`config.mk`:
```
export PLATFORM = sky130hd
export DESIGN_NAME = mem_access_ctrl
export DESIGN_NICKNAME = d
export VERILOG_FILES = /design/src/rtl/mem_pkg.sv /design/src/rtl/mem_lane_align.sv /design/src/rtl/mem_access_ctrl.sv
export SDC_FILE = /design/constraint.sdc
export NUM_CORES = 1
export LEC_CHECK = 0
export BUFFER_PORTS_ARGS = -buffer_cell sky130_fd_sc_hd__buf_2
export CORE_ASPECT_RATIO = 1.25
export CORE_MARGIN = 4
export CORE_UTILIZATION = 58
export DETAILED_ROUTE_END_ITERATION = 8
export PLACE_DENSITY_LB_ADDON = 0.08
export SYNTH_ARGS = -nofsm -noshare
export SYNTH_HDL_FRONTEND = slang
export SYNTH_HIERARCHICAL = 1
export SYNTH_SLANG_ARGS = --single-unit
```
`constraint.sdc`:
```
create_clock -name clk -period 3.5 [get_ports clk]
set_input_delay 0.525 -clock clk [delete_from_list [all_inputs] [get_ports clk]]
set_output_delay 0.525 -clock clk [all_outputs]
set_load 0.005 [all_outputs]
```
`src/rtl/mem_pkg.sv`:
```
// mem_pkg: shared load/store decode constants, FSM encoding and legality check.
// Contents:
//   F3_B/H/W/BU/HU  RV32I load/store funct3 codes
//   state_t         controller FSM state (S_IDLE/S_RD/S_WR/S_RESP)
//   access_err()    1 when an access is illegal or misaligned
package mem_pkg;
  localparam logic [2:0] F3_B  = 3'b000;
  localparam logic [2:0] F3_H  = 3'b001;
  localparam logic [2:0] F3_W  = 3'b010;
  localparam logic [2:0] F3_BU = 3'b100;
  localparam logic [2:0] F3_HU = 3'b101;

  typedef enum logic [1:0] {S_IDLE, S_RD, S_WR, S_RESP} state_t;

  function automatic logic access_err(input logic wr, input logic [2:0] f3, input logic [1:0] off);
    logic legal, mis;
    legal = wr ? (f3 == F3_B || f3 == F3_H || f3 == F3_W)
               : (f3 == F3_B || f3 == F3_H || f3 == F3_W || f3 == F3_BU || f3 == F3_HU);
    mis = (f3 == F3_W && off != 2'b00) || ((f3 == F3_H || f3 == F3_HU) && off[0]);
    return !legal || mis;
  endfunction
endpackage

```
`src/rtl/mem_lane_align.sv`:
```
// mem_lane_align: combinational load lane extract/extend and store lane merge.
// Ports:
//   funct3  in   access width/signedness
//   off     in   byte offset within the word (addr[1:0])
//   rword   in   word read from memory (load source)
//   mword   in   previously read word (store merge base)
//   wdata   in   store data, low bytes used for SB/SH
//   ldata   out  extended load data
//   sdata   out  merged word to write back
module mem_lane_align
  import mem_pkg::*;
(
  input  logic [2:0]  funct3,
  input  logic [1:0]  off,
  input  logic [31:0] rword,
  input  logic [31:0] mword,
  input  logic [31:0] wdata,
  output logic [31:0] ldata,
  output logic [31:0] sdata
);
  logic [7:0]  b;
  logic [15:0] h;
  logic [31:0] bmask, hmask;

  assign b = 8'(rword >> {off, 3'b000});
  assign h = 16'(rword >> {off[1], 4'b0000});
  assign ldata = funct3 == F3_B  ? {{24{b[7]}}, b} :
                 funct3 == F3_H  ? {{16{h[15]}}, h} :
                 funct3 == F3_BU ? {24'd0, b} :
                 funct3 == F3_HU ? {16'd0, h} : rword;

  // Lane masks select the bytes replaced by the store; the store data is
  // replicated across all lanes so the mask alone picks the right copy.
  assign bmask = 32'h0000_00FF << {off, 3'b000};
  assign hmask = 32'h0000_FFFF << {off[1], 4'b0000};
  assign sdata = funct3 == F3_B ? (mword & ~bmask) | ({4{wdata[7:0]}} & bmask) :
                 funct3 == F3_H ? (mword & ~hmask) | ({2{wdata[15:0]}} & hmask) : wdata;
endmodule

```
`src/rtl/mem_access_ctrl.sv`:
```
// mem_access_ctrl: byte-addressed load/store controller over a word-wide data memory.
// Ports:
//   clk, rst_n                      clock, async active-low reset
//   req_valid/ready/write/funct3    MEM-stage request handshake and type
//   req_addr, req_wdata             byte address, store data
//   resp_valid/rdata/err            one-cycle completion pulse, load data, error flag
//   dm_read/write/addr/wdata        data-memory control (decoded from state)
//   dm_rdata                        data-memory combinational read data
module mem_access_ctrl
  import mem_pkg::*;
#(
  parameter int ADDR_W = 6
) (
  input  logic              clk,
  input  logic              rst_n,
  input  logic              req_valid,
  output logic              req_ready,
  input  logic              req_write,
  input  logic [2:0]        req_funct3,
  input  logic [ADDR_W+1:0] req_addr,
  input  logic [31:0]       req_wdata,
  output logic              resp_valid,
  output logic [31:0]       resp_rdata,
  output logic              resp_err,
  output logic              dm_read,
  output logic              dm_write,
  output logic [ADDR_W-1:0] dm_addr,
  output logic [31:0]       dm_wdata,
  input  logic [31:0]       dm_rdata
);
  state_t            state;
  logic              wr_q;
  logic [2:0]        f3_q;
  logic [ADDR_W+1:0] addr_q;
  logic [31:0]       wd_q, word_q, ldata, sdata;

  mem_lane_align u_align (
    .funct3(f3_q),
    .off   (addr_q[1:0]),
    .rword (dm_rdata),
    .mword (word_q),
    .wdata (wd_q),
    .ldata (ldata),
    .sdata (sdata)
  );

  // Memory strobes come straight from state so an async reset drops them at once.
  assign req_ready = state == S_IDLE;
  assign dm_read   = state == S_RD;
  assign dm_write  = state == S_WR;
  assign dm_addr   = addr_q[ADDR_W+1:2];
  assign dm_wdata  = state == S_WR ? sdata : 32'd0;

  always_ff @(posedge clk or negedge rst_n) begin
    if (!rst_n) begin
      state      <= S_IDLE;
      wr_q       <= 1'b0;
      f3_q       <= 3'd0;
      addr_q     <= '0;
      wd_q       <= 32'd0;
      word_q     <= 32'd0;
      resp_valid <= 1'b0;
      resp_rdata <= 32'd0;
      resp_err   <= 1'b0;
    end else begin
      case (state)
        S_IDLE: begin
          resp_valid <= 1'b0;
          if (req_valid) begin
            wr_q   <= req_write;
            f3_q   <= req_funct3;
            addr_q <= req_addr;
            wd_q   <= req_wdata;
            if (access_err(req_write, req_funct3, req_addr[1:0])) begin
              state      <= S_RESP;
              resp_valid <= 1'b1;
              resp_err   <= 1'b1;
              resp_rdata <= 32'd0;
            end else begin
              state <= (req_write && req_funct3 == F3_W) ? S_WR : S_RD;
            end
          end
        end
        S_RD: begin
          word_q <= dm_rdata;
          if (wr_q) begin
            state <= S_WR;
          end else begin
            state      <= S_RESP;
            resp_valid <= 1'b1;
            resp_err   <= 1'b0;
            resp_rdata <= ldata;
          end
        end
        S_WR: begin
          state      <= S_RESP;
          resp_valid <= 1'b1;
          resp_err   <= 1'b0;
          resp_rdata <= 32'd0;
        end
        default: begin
          state      <= S_IDLE;
          resp_valid <= 1'b0;
        end
      endcase
    end
  end
endmodule

```
==> impl_metrics.tcl, run 1 <==
set metrics [dict create \
    slew_violations 0 \
    synthTopCellsByArea "dfrtp_1, mux2_2, mux2i_1" \
    synth-seq-cells 112 \
    cts_setup_buffers 0 \
    cts_tree "yes" \
    antenna_found_initial 0 \
    dp.cells 841 \
    ys_seq_area_frac 0.4426 \
    yosysMostFrequentCell "dfrtp_1" \
    cts.clk_slew.worst_paths_ps 70 \
    synth_edf_count 0 \
    ir_drop_mv 0.7564 \
    wl_mm 16.57 \
    h-tree-depth 3 \
    vias_per_cell 5.952 \
    multi_input_area_um2 3193 \
    syn_to_final_growth_pct 16.00 \
    ff_latch_area_um2 2803 \
    power_density_nw_per_um2 974.8 \
    stdcell_area_um2 7346 \
    max_freq_mhz 337.3 \
    place_area_um2 7053 \
    min_path_type "primary input to flop" \
    die_area_um2 12660 \
    port_buffers 153 \
    fin_cells 857 \
    status "finished, final reports clean" \
    vias 5101 \
    cpPeakStageDelay_ps 610 \
    cts_made_buffers 9 \
    fin_crit_ps 2965 \
    yosys.area.top_type_share 0.4426 \
    die_height_um 124.8 \
    fin_nets 803 \
    rsz0062_at_grt "no" \
    drive_above_1_share 0.3793 \
    row_count 42 \
    overflow 0 \
    synth_cell_types 47 \
    dr.pass1.iters 5 \
    critPathKind "flop to output port" \
    syn_avg_cell_area_um2 10.54 \
    fp.dieW_um 101.5 \
    hpwlAfterDp_mm 11.93 \
    synth_cells 601 \
    syn_area_um2 6332 \
    fill_cells 890 \
    worstPathCellList "nor2b_1 -> nor2b_1 -> mux2i_1 -> a21oi_1 -> and2_1 -> buf_2" \
    async_flop_share 1.000 \
    antenna_left 0 \
    yosys.area.top_type "dfrtp_1" \
    gp_congestion 0.9000 \
    wl_per_cell_um 19.34 \
    p_leak_uw 0.003552 \
    drtIter0Drc 333 \
    cp-end-kind "output port" \
    grt_pass1_vias 4997 \
    core-area_um2 10620 \
    clockBufferDepth 2 \
    cts_resized 0 \
    drv_cap 0 \
    synth_commonest_cells "dfrtp_1, mux2_2, nand2_1, mux2i_1, nand3_1" \
    globalRouteTotalUtil 0.2636 \
    clock_sinks 112 \
    fin_skew_ps 4.077 \
    fin_crit_sh 0.8470 \
    drc 0 \
    grt_pass1_wl_mm 26.49 \
    cts_hold_buf 0 \
    cp_max_fo 10 \
    grt_max_degree 92 \
    syn_nets 684 \
    clkLatencyLatePin_ps 350 \
    cp_data_required_time_ps 2970 \
    cp.arrival_ps 2440 \
    initial_core_util 0.5965 \
    synthFlopType "dfrtp_1" \
    setup_viol 0 \
    critPathLaunchType "flop" \
    hold_violations 0 \
    slowest_stage "nor2b_1" \
    synth.yosys.warnings 6 \
    num_antenna_cells 0 \
    cpMostUsedCell "nor2b_1" \
    slew_headroom 0.2417 \
    cts_root_buffer "clkbuf_16" \
    setup-tns-final_ps 0 \
    reg2reg_slack_ps 940 \
    pin_count 154 \
    tightest_slew_ps 1137 \
]
-- sequential cells by signal, indices dropped and copies added (netlist names) --
name,count
resp_err,1
resp_rdata,32
addr_q,8
state,2
wr_q,1
wd_q,32
f3_q,3
word_q,32
resp_valid,1
-- worst paths after layout --
path                                startpoint             end  cells past startpoint
worst max-delay path                 addr_q[0]    dm_wdata[21]                      6
worst min-delay path               req_addr[4]       addr_q[4]                      2
worst max register to register        state[0]  resp_rdata[20]                      7
worst min register to register  resp_rdata[22]  resp_rdata[22]                      1
max in group asynchronous                rst_n  resp_rdata[10]                      2
min in group asynchronous                rst_n        wd_q[28]                      1
-- per-stage QoR --
step	utilization	setup WS [ps]	hold slack, ps	power [uW]
2_1_floorplan	-	1339	229.4	5125
3_3_place_gp	0.6644	983.7	470.5	6007
3_5_place_dp	0.6644	898.8	468.2	6137
4_1_cts	0.6920	521.8	396.1	7173
5_1_grt	0.6920	325.1	395.4	7692
6_report	0.6920	535.5	402.4	7161
-- layout make-up --
| cell class | count | area share |
|---|---|---|
| clock inverters | 5 | 0.005451 |
| repair buffers | 162 | 0.1138 |
| flip-flops and latches | 112 | 0.3815 |
| well taps | 132 | 0.02248 |
| clock buffers | 11 | 0.03441 |
| multi-input cells | 420 | 0.4347 |
| inverters | 15 | 0.007665 |
-- routing by layer --
metal | global-route usage | vias up | share of wire
li1 | - | 2394 | -
met1 | 0.3610 | 2502 | 0.41
met2 | 0.4253 | 188 | 0.50
met3 | 0.04818 | 17 | 0.064
met4 | 0.07590 | 0 | 0.020
met5 | 0 | - | 0
-- worst max-delay path: cells and delay by family (launching register included) --
kind	cells	cell delay, ps
AND/OR/NAND/NOR	3	1070
AO/OA/AOI/OAI	1	150
buffers and inverters	1	130
flip-flops	1	550
multiplexers	1	180
-- kinds of logic (layout without fill, tap and decap cells) --
kind of cell,after synthesis,after routing,synth area share
and+or+nand+nor,177,177,0.1446
muxes,120,120,0.2083
AOI/OAI and AO/OA,119,119,0.1419
DFF,112,112,0.4426
buffers and inverters,69,193,0.05473
adders and majority gates,4,4,0.007904
-- cells in the final DEF, fill, tap and decap left out, drive strengths merged --
cell,instances
nand2,82
and2,32
mux2i,35
mux2,84
mux4,1
a21boi,2
nor4,3
o32a,1
buf,162
nor2b,9
o211ai,15
o21a,1
ha,4
nand3,34
o2bb2ai,32
a211oi,3
nor2,4
a21oi,12
clkinv,2
o21ai,25
clkinvlp,3
o22ai,1
a311o,2
a211o,9
nor3,1
or3,1
dfrtp,112
a22oi,7
nand2b,8
nor4b,1
nor3b,2
o21bai,1
a222oi,8
inv,15
clkbuf,11
-- power breakdown --
part | leakage, uW | total (uW) | switching (uW) | internal, uW
logic | 0.00204 | 3670 | 1890 | 1780
registers | 0.00138 | 2480 | 546 | 1930
clock network | 0.000134 | 1010 | 485 | 527
total | 0.00355 | 7160 | 2920 | 4240
Power figures use the tool's default switching activity.
==> run 2: changes to the inputs <==
--- a/config.mk
+++ b/config.mk
@@ -5,10 +5,11 @@
 export SDC_FILE = /design/constraint.sdc
 export NUM_CORES = 1
 export LEC_CHECK = 0
+export ABC_AREA = 1
 export BUFFER_PORTS_ARGS = -buffer_cell sky130_fd_sc_hd__buf_2
 export CORE_ASPECT_RATIO = 1.25
 export CORE_MARGIN = 4
-export CORE_UTILIZATION = 58
+export CORE_UTILIZATION = 55
 export DETAILED_ROUTE_END_ITERATION = 8
 export PLACE_DENSITY_LB_ADDON = 0.08
 export SYNTH_ARGS = -nofsm -noshare
==> constraint.sdc (replaced) <==
create_clock -name clk -period 2.9 [get_ports clk]
set_input_delay 0.435 -clock clk [delete_from_list [all_inputs] [get_ports clk]]
set_output_delay 0.435 -clock clk [all_outputs]
set_load 0.005 [all_outputs]
==> run 2 against run 1 <==
Net effect:
- register-to-register slack got worse by 80 ps
- hold slack got worse by 370 ps
- cell area increased by 7.4%
- highest routed layer unchanged
- die area increased by 13%
- routed wire length increased by 14%
- largest power group unchanged
- clock-buffer cell count decreased by 1
- flip-flop and latch count unchanged
- power increased by 29%
- synthesized cell count increased by 53%
==> impl_metrics.tcl, run 2 <==
set metrics [dict create \
    status "finished, final reports clean" \
    yosys.area.top_type_share 0.4084 \
    syn_to_final_growth_pct 14.97 \
    power_density_nw_per_um2 1171 \
    yosys.area.top_type "dfrtp_1" \
    cp_max_fo 32 \
    globalRouteTotalUtil 0.2706 \
    cts_hold_buf 0 \
    h-tree-depth 3 \
    cp_data_required_time_ps 2470 \
    fp.dieW_um 107.9 \
    cpPeakStageDelay_ps 480 \
    die_height_um 132.9 \
    ys_seq_area_frac 0.4084 \
    yosysMostFrequentCell "nand2_1" \
    grt_pass1_wl_mm 31.04 \
    fin_crit_ps 2704 \
    critPathLaunchType "flop" \
    final_common_cell "nand2_1" \
    setup-tns-final_ps 0 \
    synth_edf_count 0 \
    synth.yosys.warnings 6 \
    overflow 0 \
    r2r-start "addr_q[1]" \
    synth_commonest_cells "nand2_1, dfrtp_1, nor2_1, inv_1, o21ai_0" \
    critPathTopFamily "buffers and inverters" \
    syn_avg_cell_area_um2 7.476 \
    ff2ff_path_depth 9 \
    cts_tree "yes" \
    place_ws_ps 539.6 \
    async_flop_share 1.000 \
    fin_skew_ps 4.036 \
    fin_nets 1115 \
    cp.buffers_inverters 4 \
    vias_per_cell 5.347 \
    ir_drop_mv 0.5829 \
    hpwlAfterDp_mm 13.66 \
    drtIter0Drc 455 \
    synth_compound_area_frac 0.1756 \
    clock_sinks 112 \
    p_leak_uw 0.004287 \
    synthAdderAreaFrac 0.007293 \
    reg2reg_slack_ps 860 \
    max_freq_mhz 369.8 \
    grt_pass1_vias 6161 \
    cts_root_buffer "clkbuf_16" \
    drive_above_1_share 0.2527 \
    initial_core_util 0.5643 \
    clkLatencyLatePin_ps 350 \
    pin_count 154 \
    synth_cell_types 30 \
    synthFlopType "dfrtp_1" \
    clockBufferDepth 2 \
    cts_made_buffers 9 \
    yosys.area_share.simple 0.2512 \
    drv_cap 0 \
    slowest_stage "dfrtp_1" \
    row_count 45 \
    slew_headroom 0.5811 \
    grt_max_degree 78 \
    antenna_found_initial 1 \
    antenna_left 0 \
    dr.pass1.iters 5 \
    cp-end-kind "output port" \
    tightest_slew_ps 627.6 \
    worstPathCellList "inv_2 -> nand3_2 -> nor2_4 -> buf_4 -> nand2_1 -> o211ai_1 -> o21ai_1 -> nand2_1 -> inv_1 -> buf_2" \
    syn_nets 1001 \
    muxShareOfSynthArea 0.05251 \
    min_path_type "primary input to async pin" \
    wl_mm 18.84 \
    synthXorXnorAreaFrac 0 \
    rsz0062_at_grt "no" \
    wl_per_cell_um 15.67 \
    critPathKind "flop to output port" \
    port_buffers 153 \
    die_area_um2 14340 \
    hold_violations 0 \
    cp.arrival_ps 2270 \
    core-area_um2 12160 \
    rr_endpoint "resp_rdata[17]" \
    reg.largest.list "resp_rdata (32), wd_q (32), word_q (32)" \
    fin_crit_sh 0.9326 \
    syn_area_um2 6863 \
    gp_congestion 0.9624 \
    cts.clk_slew.worst_paths_ps 80 \
    slew_violations 0 \
    drc 0 \
    worst_slack_ps 195.5 \
    synth_top_family_by_area "simple AND/OR/NAND/NOR gates" \
    setup_viol 0 \
    synthTopCellsByArea "dfrtp_1, nand2_1, mux2_2" \
    synth_cells 918 \
    cpMostUsedCell "nand2_1" \
    vias 6427 \
    layout_common_cells "nand2_1, buf_2, dfrtp_1" \
    synth-seq-cells 112 \
]
## run 2: worst max path at each step
stage / to / cells past startpoint / from / slack, ps
floorplan: dm_wdata[21] / 10 / addr_q[1] / 1090
global placement: dm_wdata[23] / 9 / f3_q[1] / 610
detailed placement: dm_wdata[23] / 9 / f3_q[1] / 540
CTS: dm_wdata[23] / 9 / f3_q[1] / 120
global route: dm_wdata[9] / 10 / f3_q[1] / 10
finish: dm_wdata[13] / 10 / f3_q[1] / 200
## run 2: logic make-up (layout without fill, tap and decap cells)
logic type | count (synthesis) | in the layout
simple gates | 422 | 422
compound gates | 195 | 195
buf+inv | 153 | 272
flops | 112 | 112
mux | 32 | 32
fa+ha+maj | 4 | 4
other cells | 0 | 1
## run 2: where the power goes
part           leakage [uW]  switching (uW)  internal (uW)
Combinational       0.00274            3020           1970
Clock              0.000142             600            622
Sequential          0.00141             695           2330
## run 2: cell type report
type / count / area (um2)
well taps: 164 / 205.2
clock inverters: 6 / 50.05
diodes: 1 / 2.502
inverters: 92 / 347.8
multi-input cells: 653 / 3342
flip-flops and latches: 112 / 2803
clock buffers: 10 / 239.0
repair buffers: 164 / 900.9
fillers: 1158 / 4272
## run 2: through the flow
step,utilization,instance area (um2),hold WS (ps),power [uW],instances
after global routing,0.6488,7890,64.75,10090,1202
final,0.6488,7890,31.84,9236,1202
after global placement,0.6246,7596,418.8,7903,1185
after CTS,0.6484,7885,44.44,9243,1201
after floorplan,-,6863,139.4,6662,918
after detailed placement,0.6246,7596,419.6,7978,1185
## run 2: what timing repair did
action | CTS | global route
hold endpoints to repair | 0 | 0
buffers inserted | 0 | 0
setup endpoints to repair | 0 | 15
gates resized for setup | 0 | 2
## run 2: per-layer routing
metal | part of all wire | wire length [um] | vias up | track usage
met5 | 0 | 0 | - | 0
met4 | 0.039 | 744 | 0 | 0.1151
met3 | 0.058 | 1100 | 48 | 0.03416
met2 | 0.46 | 8603 | 259 | 0.4253
met1 | 0.45 | 8389 | 2944 | 0.3761
li1 | - | - | 3176 | -
## run 2: worst reg2reg max path: cells and delay by family, from the launching register on
family / cells / cell delay [ps]
and+or+nand+nor: 5 / 700
buffers and inverters: 2 / 600
DFF: 1 / 350
AOI/OAI and AO/OA: 2 / 320
